### src/rtl/icu_sequencer.sv
// icu_sequencer: program sequencer for a 1-bit industrial control unit.
// It fetches 4-bit opcodes and ADDR_W-bit operands from a combinational program
// memory, supports JMP/RTN through a small return stack, and halts on flag_f.

package icu_pkg;
    typedef enum logic [3:0] {
        NOPO = 4'h0, LD   = 4'h1, LDC  = 4'h2, AND_ = 4'h3,
        ANDC = 4'h4, OR_  = 4'h5, ORC  = 4'h6, XNOR_ = 4'h7,
        STO  = 4'h8, STOC = 4'h9, IEN  = 4'hA, OEN  = 4'hB,
        JMP  = 4'hC, RTN  = 4'hD, SKZ  = 4'hE, NOPF = 4'hF
    } instruction_t;
endpackage

module icu_sequencer
    import icu_pkg::*;
#(
    parameter int ADDR_W = 8,
    parameter int DEPTH  = 4
) (
    input  logic                clk,
    input  logic                rst,
    output logic [ADDR_W-1:0]   mem_addr,
    input  logic [ADDR_W+3:0]   mem_data,
    output instruction_t        i,
    output logic [ADDR_W-1:0]   io_addr,
    input  logic                jmp,
    input  logic                rtn,
    input  logic                flag_f,
    input  logic                resume,
    output logic                halted,
    output logic                stack_err
);

    // sp counts occupied entries (0..DEPTH); IDX_W addresses an entry.
    localparam int SP_W  = $clog2(DEPTH + 1);
    localparam int IDX_W = (DEPTH > 1) ? $clog2(DEPTH) : 1;
    localparam logic [SP_W-1:0] SP_FULL = SP_W'(DEPTH);

    typedef enum logic {RUN = 1'b0, HALT = 1'b1} state_t;

    state_t             state;
    logic [ADDR_W-1:0]  pc;
    logic [SP_W-1:0]    sp;
    logic [ADDR_W-1:0]  stack [DEPTH];

    instruction_t       fetch_op;
    logic [ADDR_W-1:0]  fetch_opd;
    logic [IDX_W-1:0]   push_idx;
    logic [IDX_W-1:0]   top_idx;

    assign mem_addr  = pc;
    assign fetch_op  = instruction_t'(mem_data[ADDR_W+3:ADDR_W]);
    assign fetch_opd = mem_data[ADDR_W-1:0];
    assign push_idx  = IDX_W'(sp);
    assign top_idx   = IDX_W'(sp - SP_W'(1));

    // Sequencer FSM: reset, jump/return with bubble, halt/resume, normal fetch.
    always_ff @(posedge clk) begin
        if (rst) begin
            state     <= RUN;
            pc        <= '0;
            i         <= NOPO;
            io_addr   <= '0;
            sp        <= '0;
            halted    <= 1'b0;
            stack_err <= 1'b0;
        end else begin
            case (state)
                RUN: begin
                    if (jmp) begin
                        // Jump is always taken; a push into a full stack is dropped.
                        if (sp == SP_FULL) begin
                            stack_err <= 1'b1;
                        end else begin
                            stack[push_idx] <= pc;
                            sp              <= sp + SP_W'(1);
                        end
                        pc      <= io_addr;
                        i       <= NOPO;
                        io_addr <= '0;
                    end else if (rtn) begin
                        if (sp == '0) begin
                            // Underflow: flag it and keep running linearly.
                            stack_err <= 1'b1;
                            i         <= fetch_op;
                            io_addr   <= fetch_opd;
                            pc        <= pc + ADDR_W'(1);
                        end else begin
                            pc      <= stack[top_idx];
                            sp      <= sp - SP_W'(1);
                            i       <= NOPO;
                            io_addr <= '0;
                        end
                    end else if (flag_f) begin
                        state   <= HALT;
                        halted  <= 1'b1;
                        i       <= NOPO;
                        io_addr <= '0;
                    end else begin
                        i       <= fetch_op;
                        io_addr <= fetch_opd;
                        pc      <= pc + ADDR_W'(1);
                    end
                end
                HALT: begin
                    // Resume fetches at the held PC on the same edge.
                    if (resume) begin
                        state   <= RUN;
                        halted  <= 1'b0;
                        i       <= fetch_op;
                        io_addr <= fetch_opd;
                        pc      <= pc + ADDR_W'(1);
                    end
                end
                default: state <= RUN;
            endcase
        end
    end

endmodule

### config.mk
export PLATFORM = sky130hd
export DESIGN_NAME = icu_sequencer
export DESIGN_NICKNAME = d
export VERILOG_FILES = /design/src/rtl/icu_sequencer.sv
export SDC_FILE = /design/constraint.sdc
export NUM_CORES = 1
export LEC_CHECK = 0
export ABC_CLOCK_PERIOD_IN_PS = 4950
export CORE_ASPECT_RATIO = 0.75
export CORE_MARGIN = 1.5
export CORE_UTILIZATION = 58
export DETAILED_ROUTE_END_ITERATION = 16
export GPL_ROUTABILITY_DRIVEN = 0
export GPL_TIMING_DRIVEN = 0
export PLACE_DENSITY = 0.84
export SETUP_SLACK_MARGIN = 0.5
export SLEW_MARGIN = 5
export SYNTH_ARGS = -nofsm -noshare
export SYNTH_HDL_FRONTEND = slang
export SYNTH_SLANG_ARGS = --single-unit
export TNS_END_PERCENT = 50
### constraint.sdc
create_clock -name clk -period 4.95 [get_ports clk]
set_input_delay 0.99 -clock clk [delete_from_list [all_inputs] [get_ports clk]]
set_output_delay 0.99 -clock clk [all_outputs]
set_load 0.02 [all_outputs]
==> results of run 1 <==
[power by group through the flow]
stage / registers, W / logic (W) / clock network [W]
floorplan: 0.000602 / 0.000170 / 0
global placement: 0.000592 / 0.000272 / 0
detailed placement: 0.000594 / 0.000278 / 0
CTS: 0.000584 / 0.000279 / 0.000466
global route: 0.000589 / 0.000306 / 0.000486
finish: 0.000584 / 0.000282 / 0.000459
[final timing paths]
kind	from	to	slack [ps]
max	jmp	stack[3][2]	1990
min	i[1]	i[1]	460
max reg2reg	sp[0]	mem_addr[4]	2670
min reg2reg	i[1]	i[1]	460
[state kept, by name, summed over array words and instances (netlist names)]
name / cells
halted: 1
stack_err: 1
stack: 32
sp: 3
i: 4
mem_addr: 8
io_addr: 8
state: 1
[worst max-delay path: cells and delay by family]
family / cells / cell delay, ps
buffers and inverters: 2 / 860
AND/OR/NAND/NOR: 2 / 700
AO/OA/AOI/OAI: 1 / 380
[final cells by class]
class | count | area [um^2] | share of cell area, %
Multi-Input combinational cell | 166 | 1220 | 35.1
Buffer | 14 | 81.3 | 2.35
Timing Repair Buffer | 38 | 380 | 11.0
Tap cell | 57 | 71.3 | 2.06
Sequential cell | 58 | 1480 | 42.8
Clock inverter | 6 | 81.3 | 2.35
Inverter | 6 | 22.5 | 0.651
Clock buffer | 10 | 128 | 3.69
[stage by stage]
stage / hold slack (ps) / total power (W)
floorplan: 477 / 0.000772
global placement: 439 / 0.000863
detailed placement: 450 / 0.000871
CTS: 459 / 0.00133
global route: 476 / 0.00138
finish: 458 / 0.00132
[Yosys cell counts, types with 3 or more instances]
cell type	number
a21oi_1	19
mux4_2	5
ha_1	6
o21ai_1	10
nand2b_1	3
or4_1	3
o31ai_1	4
mux4_1	3
inv_1	5
nand2_1	22
nand3_1	5
and2_1	5
dfxtp_1	26
nor3_1	5
a211oi_1	3
nor2b_1	5
nor2_1	12
buf_2	3
edfxtp_1	32
o21ai_0	11
clkbuf_1	5
[kinds of logic (layout without fill, tap and decap cells)]
group / Yosys count / after routing / share of synthesized area, %
multiplexers: 11 / 11 / 7.95
buffers and inverters: 20 / 74 / 3.71
XOR/XNOR: 4 / 4 / 1.25
adder cells (fa/ha/maj): 6 / 6 / 2.68
AND/OR/NAND/NOR: 74 / 74 / 14.2
AO/OA/AOI/OAI: 71 / 71 / 17.3
flip-flops: 58 / 58 / 52.9
[layer usage]
metal | track usage, % | part of all wire, % | vias to the layer above | wire length, um
met5 | 0 | 0 | - | 0
met1 | 38.7 | 47 | 1060 | 3070
li1 | - | - | 1027 | -
met4 | 7.50 | 0.85 | 0 | 55
met2 | 38.0 | 44 | 89 | 2840
met3 | 10.1 | 8.2 | 7 | 536
==> reports/results.ini, run 1 <==
[critical_path]
crit_chain=clkdlybuf4s50_1 -> buf_2 -> nand2b_1 -> a211oi_1 -> and2_1
slowest_delay_ps=570
r2r_cells=8
cp_data_arrival_time_ps=2940
crit_type=input pin to flip-flop
required_ps=4920
start_kind=input pin
critPathMaxFanout=10
slowest_stage=clkdlybuf4s50_1
crit_path_end_kind=flip-flop

[placement]
portBuffers=38
placed_cell_area_um2=3250
place_hpwl_mm=4.64
dp_cells=339
place_ws_ps=1670

[detailed_routing]
wl_per_cell_um=18.3
drc=0
first_iter_violations=259
vias=2183
vias_per_cell=6.15
firstDrtPassIters=4
antenna_left=0
wl_mm=6.50

[cts]
clock_path_buffers=2
cts_setup_buffers=0
htreeDepth=3
cts_tree=built
cts_root_buf=clkbuf_8
path_clk_slew_ps=60
worstSkewPairLatency_ps=340
cts_sinks=58
post_cts_resized=0
cts_buffers=9
hold_buffers=0

[pwr]
clkPwrFrac_pct=34.7
ir_worst_vdd_mv=0.282
p_sw_w=0.000368
p_int_w=0.000957
power_leakage_nw=1.18
seqPwrFrac_pct=44.1
sw_frac_of_total_pct=27.8
p_per_area_nw_per_um2=383
combinationalPowerShare_pct=21.3

[die]
rows=21
core-area_um2=4550
initial_core_util_pct=61.6
die-area_um2=5260
ios=40
die_h_um=63.2
die_w_um=83.3

[logic_synthesis]
syn_area_um2=2800
ys_seq_area_share_pct=52.9
syn_nets=268
synth_top_cell_area_share_pct=34.3
syn_area_per_cell_um2=11.5
syn_inst=244
synthTopCellsByArea=edfxtp_1, dfxtp_1, mux4_2
yosys.cell_types.count=62
synthArstFlopShare_pct=0
synth_area_leader_cell=edfxtp_1
ys_ff_latch=58
synth_edf_count=32
yosys_warnings=0
ys.flop_type=edfxtp_1

[hold_path]
hold_path_depth=2
hold_class=flip-flop to flip-flop

[grt]
overflow=0
grt_start_max_net_pins=13
grt_util_all_layers_pct=26.8
antenna_found_initial=0
grt_pass1_wl_mm=10.5
first_global_vias=2027

[cells_and_area]
drive_gt1_share_pct=14.1
fin_util_pct=76.2
area.growth.synth_to_final_pct=23.6
n_antenna_cell=0
n_fill_cell=289
stdcell_area_um2=3460
layout_common_cells=clkdlybuf4s50_1, edfxtp_1, dfxtp_1
nets=317
final_common_cell=clkdlybuf4s50_1
fin_cells=355

[sta]
rsz0062_at_grt=false
hold_viol_final=0
period_needed_ps=2960
finalClockSkew_ps=9.18
tns_ps=0
slew_headroom_pct=62.4
timing.final.ws_setup_ps=1990
drv_slew=0
min_period_over_period_pct=59.8
max_freq_mhz=338
tightestPinTransition_ps=565
finalSetupViolations=0

[job]
cap_violations=0

[status]
outcome=finished clean

No activity file was read; power rests on OpenSTA's default activity.
==> inputs of run 2 (changes only) <==
--- a/config.mk
+++ b/config.mk
@@ -5,14 +5,14 @@
 export SDC_FILE = /design/constraint.sdc
 export NUM_CORES = 1
 export LEC_CHECK = 0
-export ABC_CLOCK_PERIOD_IN_PS = 4950
+export ABC_CLOCK_PERIOD_IN_PS = 2900
 export CORE_ASPECT_RATIO = 0.75
 export CORE_MARGIN = 1.5
-export CORE_UTILIZATION = 58
+export CORE_UTILIZATION = 54
 export DETAILED_ROUTE_END_ITERATION = 16
 export GPL_ROUTABILITY_DRIVEN = 0
 export GPL_TIMING_DRIVEN = 0
-export PLACE_DENSITY = 0.84
+export PLACE_DENSITY = 0.79
 export SETUP_SLACK_MARGIN = 0.5
 export SLEW_MARGIN = 5
 export SYNTH_ARGS = -nofsm -noshare
==> constraint.sdc (replaced) <==
create_clock -name clk -period 2.9 [get_ports clk]
set_input_delay 0.58 -clock clk [delete_from_list [all_inputs] [get_ports clk]]
set_output_delay 0.58 -clock clk [all_outputs]
set_load 0.02 [all_outputs]
==> reports/results.ini, run 2 (synthesis gave the netlist of run 1 again) <==
[status]
outcome=finished clean

[sta]
drv_slew=0
tns_ps=0
hold_viol_final=0
finalClockSkew_ps=4.85
rsz0062_at_grt=true
finalSetupViolations=0
tightestPinTransition_ps=569
min_period_over_period_pct=78.8
max_freq_mhz=438
period_needed_ps=2280
slew_headroom_pct=62.0

[pwr]
p_int_w=0.00164
combinationalPowerShare_pct=21.5
ir_worst_vdd_mv=0.363
p_per_area_nw_per_um2=655
p_sw_w=0.000645
clkPwrFrac_pct=34.8
power_leakage_nw=1.18
sw_frac_of_total_pct=28.3
seqPwrFrac_pct=43.7

[die]
die-area_um2=5630
initial_core_util_pct=56.5
die_w_um=86.2
rows=22
die_h_um=65.4
ios=40
core-area_um2=4950

[hold_path]
hold_class=flip-flop to flip-flop
hold_start=i[2]
hold_path_depth=2

[grt]
grt_start_max_net_pins=13
overflow=0
antenna_found_initial=0
grt_util_all_layers_pct=26.3
grt_pass1_wl_mm=10.7
first_global_vias=2032

[cts]
clock_path_buffers=2
cts_root_buf=clkbuf_8
cts_sinks=58
cts_tree=built
htreeDepth=3
cts_buffers=9
worstSkewPairLatency_ps=350
path_clk_slew_ps=70
cts_setup_buffers=0

[placement]
placed_cell_area_um2=3260
portBuffers=38
place_hpwl_mm=4.68

[detailed_routing]
wl_per_cell_um=18.5
vias=2172
vias_per_cell=6.07
drc=0
antenna_left=0
wl_mm=6.64
met2_wirelength_mm=2.82
maxUsedRoutingLayer=met4
first_iter_violations=269
firstDrtPassIters=5
wl_met1_mm=3.15
met3_length_um=597

[critical_path]
crit_path_end_kind=flip-flop
cp_data_arrival_time_ps=2520
required_ps=3140
start_kind=flip-flop
r2r_cells=8
critPathMaxFanout=10
crit_type=flip-flop to flip-flop
worstReg2RegStart=sp[0]
startpoint=sp[0]

[cells_and_area]
largest_register_ffs=32
fin_util_pct=70.3
stdcell_area_um2=3480
area.growth.synth_to_final_pct=24.3
n_antenna_cell=0
final_common_cell=clkdlybuf4s50_1
drive_gt1_share_pct=16.1
top_register=stack
nets=317
layout_common_cells=clkdlybuf4s50_1, edfxtp_1, dfxtp_1

[job]
cap_violations=0

==> run 2: power groups by stage <==
stage | Combinational (W) | Clock (W) | Sequential (W)
finish | 0.000490 | 0.000794 | 0.000998
global route | 0.000524 | 0.000847 | 0.00101
CTS | 0.000481 | 0.000802 | 0.000997
detailed placement | 0.000476 | 0 | 0.00101
global placement | 0.000466 | 0 | 0.00101
floorplan | 0.000290 | 0 | 0.00103
==> run 2: timing repair <==
item                       4_1_cts  5_1_grt
pin swaps                        0        0
resized for setup                2        5
cloned                           0        0
hold buffers                     0        0
setup endpoints to repair       32       33
==> run 2: through the flow <==
| step | hold slack, ps | cells | setup slack, ps | total power [W] |
|---|---|---|---|---|
| 3_3_place_gp | 440 | 342 | 73.4 | 0.00148 |
| 5_1_grt | 481 | 358 | 455 | 0.00238 |
| 2_1_floorplan | 477 | 244 | 945 | 0.00132 |
| 4_1_cts | 453 | 358 | 422 | 0.00228 |
| 3_5_place_dp | 443 | 342 | 61.4 | 0.00149 |
| 6_report | 452 | 358 | 615 | 0.00228 |
==> run 2: worst paths after layout <==
check	slack [ps]	to
max	620	mem_addr[4]
min	450	i[2]
max reg2reg	620	mem_addr[4]
min reg2reg	450	i[2]
==> run 2: critical path: stages, from the launching register on <==
cell     delay (ps)
dfxtp_1         430
buf_6           200
inv_1           100
ha_1            270
buf_2           240
mux4_2          390
nor4b_2         240
a21oi_1          80
a22o_1          210
==> run 2: routing by layer <==
| metal | global-route usage [%] | up-vias |
|---|---|---|
| met5 | 0 | - |
| met4 | 7.66 | 0 |
| met3 | 9.80 | 9 |
| met2 | 34.9 | 107 |
| met1 | 39.8 | 1037 |
| li1 | - | 1019 |
==> run 2: area by class of cell <==
type                            instances  area, um^2
Buffer                                 14        81.3
Sequential cell                        58        1480
Tap cell                               60        75.1
Inverter                                6        22.5
Fill cell                             366        1470
Multi-Input combinational cell        166        1230
Clock buffer                           10         128
Timing Repair Buffer                   38         380
Clock inverter                          6        81.3
